**src/rtl/s10077_sensor_model_sclk_sync.sv**
```systemverilog
// Brings SENSOR_CLK and ST into the FPGA_CLK domain.
//   FPGA_CLK, FPGA_RST : clock, synchronous active-high reset
//   SENSOR_CLK, ST     : asynchronous inputs from the sensor driver
//   tick               : one-cycle strobe on each synchronised SENSOR_CLK rise
//   st_s               : synchronised ST
module s10077_sensor_model_sclk_sync (
    input  logic FPGA_CLK,
    input  logic FPGA_RST,
    input  logic SENSOR_CLK,
    input  logic ST,
    output logic tick,
    output logic st_s
);

    logic sclk_s1;
    logic sclk_s2;
    logic sclk_s3;
    logic st_s1;
    logic st_s2;

    // Two-flop synchronisers; sclk_s3 is the edge-detect history stage.
    always_ff @(posedge FPGA_CLK) begin
        if (FPGA_RST) begin
            sclk_s1 <= 1'b0;
            sclk_s2 <= 1'b0;
            sclk_s3 <= 1'b0;
            st_s1   <= 1'b0;
            st_s2   <= 1'b0;
        end else begin
            sclk_s1 <= SENSOR_CLK;
            sclk_s2 <= sclk_s1;
            sclk_s3 <= sclk_s2;
            st_s1   <= ST;
            st_s2   <= st_s1;
        end
    end

    assign tick = sclk_s2 & ~sclk_s3;
    assign st_s = st_s2;

endmodule

```
**config.mk**
```make
export PLATFORM = sky130hd
export DESIGN_NAME = s10077_sensor_model_sclk_sync
export DESIGN_NICKNAME = d
export VERILOG_FILES = /design/src/rtl/s10077_sensor_model_sclk_sync.sv
export SDC_FILE = /design/constraint.sdc
export NUM_CORES = 1
export LEC_CHECK = 0
export BUFFER_PORTS_ARGS = -buffer_cell sky130_fd_sc_hd__buf_2
export CAP_MARGIN = 20
export CORE_AREA = 3 3 40 42
export CTS_BUF_LIST = sky130_fd_sc_hd__clkbuf_16
export CTS_CLUSTER_DIAMETER = 100
export DETAILED_ROUTE_END_ITERATION = 10
export DIE_AREA = 0 0 43 45
export GPL_ROUTABILITY_DRIVEN = 0
export SLEW_MARGIN = 20
export SYNTH_ARGS = -nofsm -noshare
export SYNTH_HDL_FRONTEND = slang
export SYNTH_SLANG_ARGS = --single-unit
```
**constraint.sdc**
```tcl
create_clock -name FPGA_CLK -period 0.8 [get_ports FPGA_CLK]
set_input_delay 0.04 -clock FPGA_CLK [delete_from_list [all_inputs] [get_ports FPGA_CLK]]
set_output_delay 0.04 -clock FPGA_CLK [all_outputs]
set_load 0.05 [all_outputs]
```
## After elaboration in Yosys (flattened, before gate mapping)

Index checks and enable logic that the tools add are counted.

- Register bits: 5
- Input bits: 4
- Output and inout port bits: 2
- Logic and storage cells: 7

- Bitwise gates (word level): 2

Operator list:

| kind | count |
|---|---|
| bitwise AND 1 bit | 1 |
| NOT 1 bit | 1 |

## Logic depth before layout (Yosys ltp)

Gate-level depths: netlist of run 1.

- Word-level depth: 2
- Mapped depth: 1
- Depth with buffers taken out: 1

## Worst setup path after synthesis of run 1

OpenSTA, ideal clock, no wires.

- Kind: reg-to-output
- From: register sclk_s2
- To: output tick
- Arrival time: 1.010 ns
- Required time: 0.760 ns
- Slack: -0.250 ns
- Cell stages (with the launch flop): 2
- Buffers on the path: 0
- Path through: dfxtp_1 > nor2b_1

- Cells in the longest elaborated chain, start to end: 1

Ends and longest elaborated chain:

| item | RTL line | text |
|---|---|---|
| start, declared | 16 | `logic sclk_s2;` |
| start signal, assigned | 31 | `sclk_s2 <= sclk_s1;` |
| bitwise AND 1 bit | 38 | `assign tick = sclk_s2 & ~sclk_s3;` |
| end, declared | 11 | `output logic tick,` |

No other way between the ends.

## Worst setup path in the final report of run 1

Ends and elaborated chain as after synthesis.

==> qor.yml, run 1 <==
critical_path:
  startpoint_type: "register"
  r2r_cells: 1
  setup.worst_path.class: "reg2out"
  r2r_slack_ns: 0.27
  reg2reg_from: "sclk_s2$_SDFF_PP0_"
  cp-end-kind: "primary output"
  endpoint: "tick"
  crit_arrival_ns: 0.83
  required_ns: 0.76
  crit_path_start: "sclk_s2$_SDFF_PP0_"
  r2r_end: "sclk_s3$_SDFF_PP0_"
  critPathMaxFanout: 2
clock_tree:
  cts_tree: "yes"
  cts_sinks: 5
  cts.hold.buffers_added: 0
  htree_levels: 1
  clk_latency_ns: 0.22
  clockRootBuffer: "clkbuf_16"
  cts_buffers: 3
  cts_buffer_depth: 2
  clk_pin_slew_ns: 0.03
grt:
  grt_pass1_wl_um: 345
  track_usage_pct: 3.16
  first_global_vias: 83
  antenna_found_initial: 0
  grt-ovfl-total: 0
  grt_max_degree: 6
logic_synthesis:
  seq_area_frac_synth_pct: 72.7
  synth_warnings: 0
  avgSynthCellArea_sq_um: 12.5
  syn_area_sq_um: 138
  ys_ff_latch: 5
  syn-num-nets: 15
  synth_cell_types: 2
  syn_inst: 11
power_and_ir_drop:
  combPwrFrac_pct: 3.8
  p_sw_w: 0.000168
  cellPowerDensity_nw_per_um2: 3940
  p_int_w: 0.000927
  clockPowerShare_pct: 71.9
  ir_worst_vdd_uv: 2200
  p_leak_nw: 0.123
  switching_share_pct: 15.4
  pwr-share-seq_pct: 24.3
  p_total_w: 0.00110
finish:
  final_util_pct: 21.6
  drive_gt1_share_pct: 50.0
  final_cell_mix: "nor2b_1, dfxtp_1, clkbuf_16, buf_2"
  nFillCells: 134
  diodes: 0
  nets: 25
  syn_to_final_growth_pct: 102
  postLayoutCellArea_sq_um: 278
  mostFrequentLayoutCell: "nor2b_1"
floorplanning:
  die_h_um: 45
  num_rows: 13
  io-pin-count: 6
  die_area_sq_um: 1940
  die_w_um: 43
  core_sq_um: 1280
  initial_utilization_pct: 10.7
placement:
  dp_worst_setup_slack_ns: 0.0757
  io_buffer_count: 5
  postPlaceCellArea_sq_um: 184
sta:
  fin_ws_ns: -0.0673
  fin_crit_sh_pct: 108
  tightest_slew_ns: 0.146
  holdWs_ns: 0.0264
  slew_headroom_pct: 90.3
  rsz0062_at_grt: "true"
  fmax_mhz: 1150
  finalSetupViolCount: 1
  hold_violations: 0
  finalMaxSlewViolations: 0
  finClkSkew_ns: 0.00119
  fin_crit_ns: 0.867
route:
  wl_per_cell_um: 5.97
  drc: 0
  wl_um: 209
  vias: 91
  drt_iter0_markers: 1
  vias_per_cell: 2.60
  final_antenna_net_count: 0
  drtPass1Iterations: 2
min_path:
  hold_path.class: "in2reg"
status:
  status: "finished, violations left"
  violations: "setup timing"
job:
  cap_violations: 0
## worst max-delay path, cell delays in order, from the launching register on
cell	delay, ns
dfxtp_2	0.32
nor2b_4	0.13
buf_6	0.15
## synthesized netlist by cell type
cell type / count / share of area (%)
dfxtp_1: 5 / 73
nor2b_1: 6 / 27
## routing by layer
layer	global-route usage, %	vias to the layer above	share of wire (%)
li1	-	50	-
met3	5.98	0	24
met1	2.65	33	48
met4	1.81	0	0
met2	2.69	8	27
met5	0	-	0
## cell type report
| class | count | area (sq um) | share of cell area [%] |
|---|---|---|---|
| clock buffers | 3 | 75.1 | 27.0 |
| clock inverters | 1 | 3.75 | 1.35 |
| multi-input cells | 6 | 45.0 | 16.2 |
| flip-flops and latches | 5 | 101 | 36.5 |
| well taps | 15 | 18.8 | 6.76 |
| repair buffers | 5 | 33.8 | 12.2 |
## state kept, by name, summed over array words and instances, names as in the netlist
signal and count:
sclk_s1 1, sclk_s2 1, sclk_s3 1, st_s 1, st_s1 1
## how the worst min path moves through the flow
| stage | endpoint | depth (start not counted) | startpoint | slack (ns) |
|---|---|---|---|---|
| final | st_s1$_SDFF_PP0_ | 2 | ST | 0.03 |
| after global routing | st_s1$_SDFF_PP0_ | 2 | ST | 0.04 |
| after CTS | st_s1$_SDFF_PP0_ | 2 | ST | 0.02 |
| after detailed placement | st_s1$_SDFF_PP0_ | 2 | ST | 0.25 |
| after global placement | sclk_s1$_SDFF_PP0_ | 2 | SENSOR_CLK | 0.25 |
| after floorplan | sclk_s1$_SDFF_PP0_ | 1 | FPGA_RST | 0.11 |
## power groups by stage
stage	Sequential [W]	Clock, W	Combinational (W)
detailed placement	0.000268	0	0.0000369
floorplan	0.000274	0	0.0000163
global route	0.000267	0.000831	0.0000451
CTS	0.000266	0.000807	0.0000423
global placement	0.000267	0	0.0000363
finish	0.000266	0.000788	0.0000419
## metrics by stage
stage,TNS (ns),cells
after floorplan,0,11
after global placement,0,31
after detailed placement,0,31
after CTS,-0.0736,35
after global routing,-0.0967,35
final,-0.0673,35
## logic make-up after synthesis
group            share of synthesized area [%]
DFF                                       72.7
and+or+nand+nor                           27.3
## repair_timing
| item | CTS | global route |
|---|---|---|
| setup endpoints to repair | 2 | 1 |
| resized for setup | 5 | 0 |
| setup buffers | 0 | 0 |
| pin swaps | 0 | 0 |
(Power assumes the default switching activity.)
==> run 2: changes to the inputs <==
--- a/config.mk
+++ b/config.mk
@@ -5,6 +5,7 @@
 export SDC_FILE = /design/constraint.sdc
 export NUM_CORES = 1
 export LEC_CHECK = 0
+export ABC_AREA = 1
 export BUFFER_PORTS_ARGS = -buffer_cell sky130_fd_sc_hd__buf_2
 export CAP_MARGIN = 20
 export CORE_AREA = 3 3 40 42
==> constraint.sdc (replaced) <==
create_clock -name FPGA_CLK -period 0.8 [get_ports FPGA_CLK]
set_input_delay 0.08 -clock FPGA_CLK [delete_from_list [all_inputs] [get_ports FPGA_CLK]]
set_output_delay 0.08 -clock FPGA_CLK [all_outputs]
set_load 0.05 [all_outputs]
==> qor.yml, run 2 <==
route:
  vias: 111  # +22%
  wl_um: 246  # +18%
  vias_per_cell: 2.71  # +4.1%
  final_antenna_net_count: 0  # unchanged
  drc: 0  # unchanged
  drtPass1Iterations: 1  # -1
  wl_per_cell_um: 6.00  # +0.48%
  drt_iter0_markers: 0  # -1
floorplanning:
  core_sq_um: 1280  # unchanged
  die_h_um: 45  # unchanged
  io-pin-count: 6  # unchanged
  die_w_um: 43  # unchanged
  num_rows: 13  # unchanged
  die_area_sq_um: 1940  # unchanged
  initial_utilization_pct: 11.0  # +0.29 points
clock_tree:
  clk_latency_ns: 0.22  # about the same
  cts_buffer_depth: 2  # unchanged
  htree_levels: 1  # unchanged
  clk_pin_slew_ns: 0.03  # about the same
  clockRootBuffer: "clkbuf_16"
  cts.hold.buffers_added: 0  # unchanged
  cts_sinks: 5  # unchanged
  cts_tree: "yes"
  cts_buffers: 3  # unchanged
logic_synthesis:
  avgSynthCellArea_sq_um: 8.84  # -29%
  synth_flop_cell: "dfxtp_1"
  yosysMostFrequentCell: "nor2_1"
  synth_commonest_cells: "nor2_1, dfxtp_1, inv_1"
  syn_inst: 16  # +5
  seq_area_frac_synth_pct: 70.8  # -1.9 points
  synth_cell_types: 3  # +1
  synth_top_area_cell: "dfxtp_1"
  synth_edf_count: 0  # unchanged
  synth_area_leaders: "dfxtp_1, nor2_1, inv_1"
  syn_area_sq_um: 141  # +2.7%
  syn-num-nets: 20  # +5
  synth_warnings: 0  # unchanged
  ys_async_sr_fraction_pct: 0  # unchanged
  synth_top_area_share_pct: 70.8  # -1.9 points
  ys_ff_latch: 5  # unchanged
sta:
  hold_violations: 0  # unchanged
  finalSetupViolCount: 1  # unchanged
  finClkSkew_ns: 0.000780  # -0.000410 ns
  slew_headroom_pct: 90.3  # about the same
  fin_crit_sh_pct: 110  # +1.2 points
  fmax_mhz: 1140  # -1.1%
  finalMaxSlewViolations: 0  # unchanged
  fin_ws_ns: -0.0765  # -0.00922 ns
  rsz0062_at_grt: "true"
  holdWs_ns: 0.0591  # +0.0327 ns
  tightest_slew_ns: 0.146  # +0.00000525 ns
  fin_crit_ns: 0.877  # +0.00922 ns
placement:
  dp_cells: 36  # +16%
  dp_worst_setup_slack_ns: 0.0500  # -0.0257 ns
  io_buffer_count: 5  # unchanged
critical_path:
  required_ns: 0.72  # -0.04 ns
  startpoint_type: "register"
  setup.worst_path.class: "reg2out"
  crit_arrival_ns: 0.80  # -0.03 ns
  critPathMaxFanout: 2  # unchanged
  cp-end-kind: "primary output"
power_and_ir_drop:
  p_total_w: 0.00110  # +0.83%
  p_leak_nw: 0.143  # +16%
  ir_worst_vdd_uv: 1030  # -53%
  cellPowerDensity_nw_per_um2: 3820  # -3.1%
finish:
  multi_input_area_sq_um: 30.0  # -33%
  final_util_pct: 22.5  # +0.88 points
  nFillCells: 144  # +7.5%
  nets: 31  # +24%
  drive_gt1_share_pct: 46.2  # -3.8 points
  syn_to_final_growth_pct: 104
  fin_cells: 41  # +17%
  diodes: 0  # unchanged
  layout.area.seq_sq_um: 101  # unchanged
  final_cell_mix: "inv_1, nor2_1, dfxtp_1"
grt:
  grt_max_degree: 6  # unchanged
  grt-ovfl-total: 0  # unchanged
  first_global_vias: 93  # +12%
  antenna_found_initial: 0  # unchanged
  grt_pass1_wl_um: 331  # -4.1%
  track_usage_pct: 3.50  # +0.33 points
status:
  violations: "setup timing"
  status: "finished, violations left"
min_path:
  hold_path.class: "in2reg"
job:
  cap_violations: 0  # unchanged
-- run 2: power by group --
part	switching (W)	leakage, nW	internal (W)
Combinational	0.0000275	0.0594	0.0000190
Sequential	0.00000330	0.0416	0.000262
Clock	0.000147	0.0423	0.000646
Total	0.000178	0.143	0.000927
-- run 2: cell families after synthesis --
kind of cell | synth area share (%)
DFF | 70.8
buffers and inverters | 13.3
and+or+nand+nor | 15.9
-- run 2: routing by layer --
metal  GRT usage [%]  routed length (um)
met1            1.45                 100
met4            9.04                  24
met2            2.99                  93
met3            4.38                  27
met5               0                   0
-- run 2: layout make-up --
cell class / instances / share of cell area [%]
flip-flops and latches: 5 / 35.1
clock buffers: 3 / 26.0
repair buffers: 6 / 14.3
multi-input cells: 6 / 10.4
inverters: 5 / 6.49
well taps: 15 / 6.49
clock inverters: 1 / 1.30
-- run 2: stage by stage --
stage,TNS [ns],cell area [sq um]
after floorplan,0,149
after global placement,0,193
after detailed placement,0,193
after CTS,-0.0800,289
after global routing,-0.101,289
final,-0.0765,289
-- run 2: final timing paths --
check / to / start / depth (start not counted) / slack (ns)
max: tick / sclk_s2$_SDFF_PP0_ / 3 / -0.08
max reg2reg: sclk_s3$_SDFF_PP0_ / sclk_s2$_SDFF_PP0_ / 3 / 0.19
min reg2reg: sclk_s2$_SDFF_PP0_ / sclk_s1$_SDFF_PP0_ / 2 / 0.39
min: sclk_s1$_SDFF_PP0_ / SENSOR_CLK / 3 / 0.06
-- run 2: critical path, stage by stage, from the launching register on --
cell and delay, ns:
dfxtp_2 0.31, inv_2 0.04, nor2_4 0.07, buf_6 0.15
-- run 2: timing repair --
action                     in CTS  in global routing
buffers inserted                1                  0
setup endpoints to repair       2                  1
resized for setup               5                  0
gates cloned                    0                  0
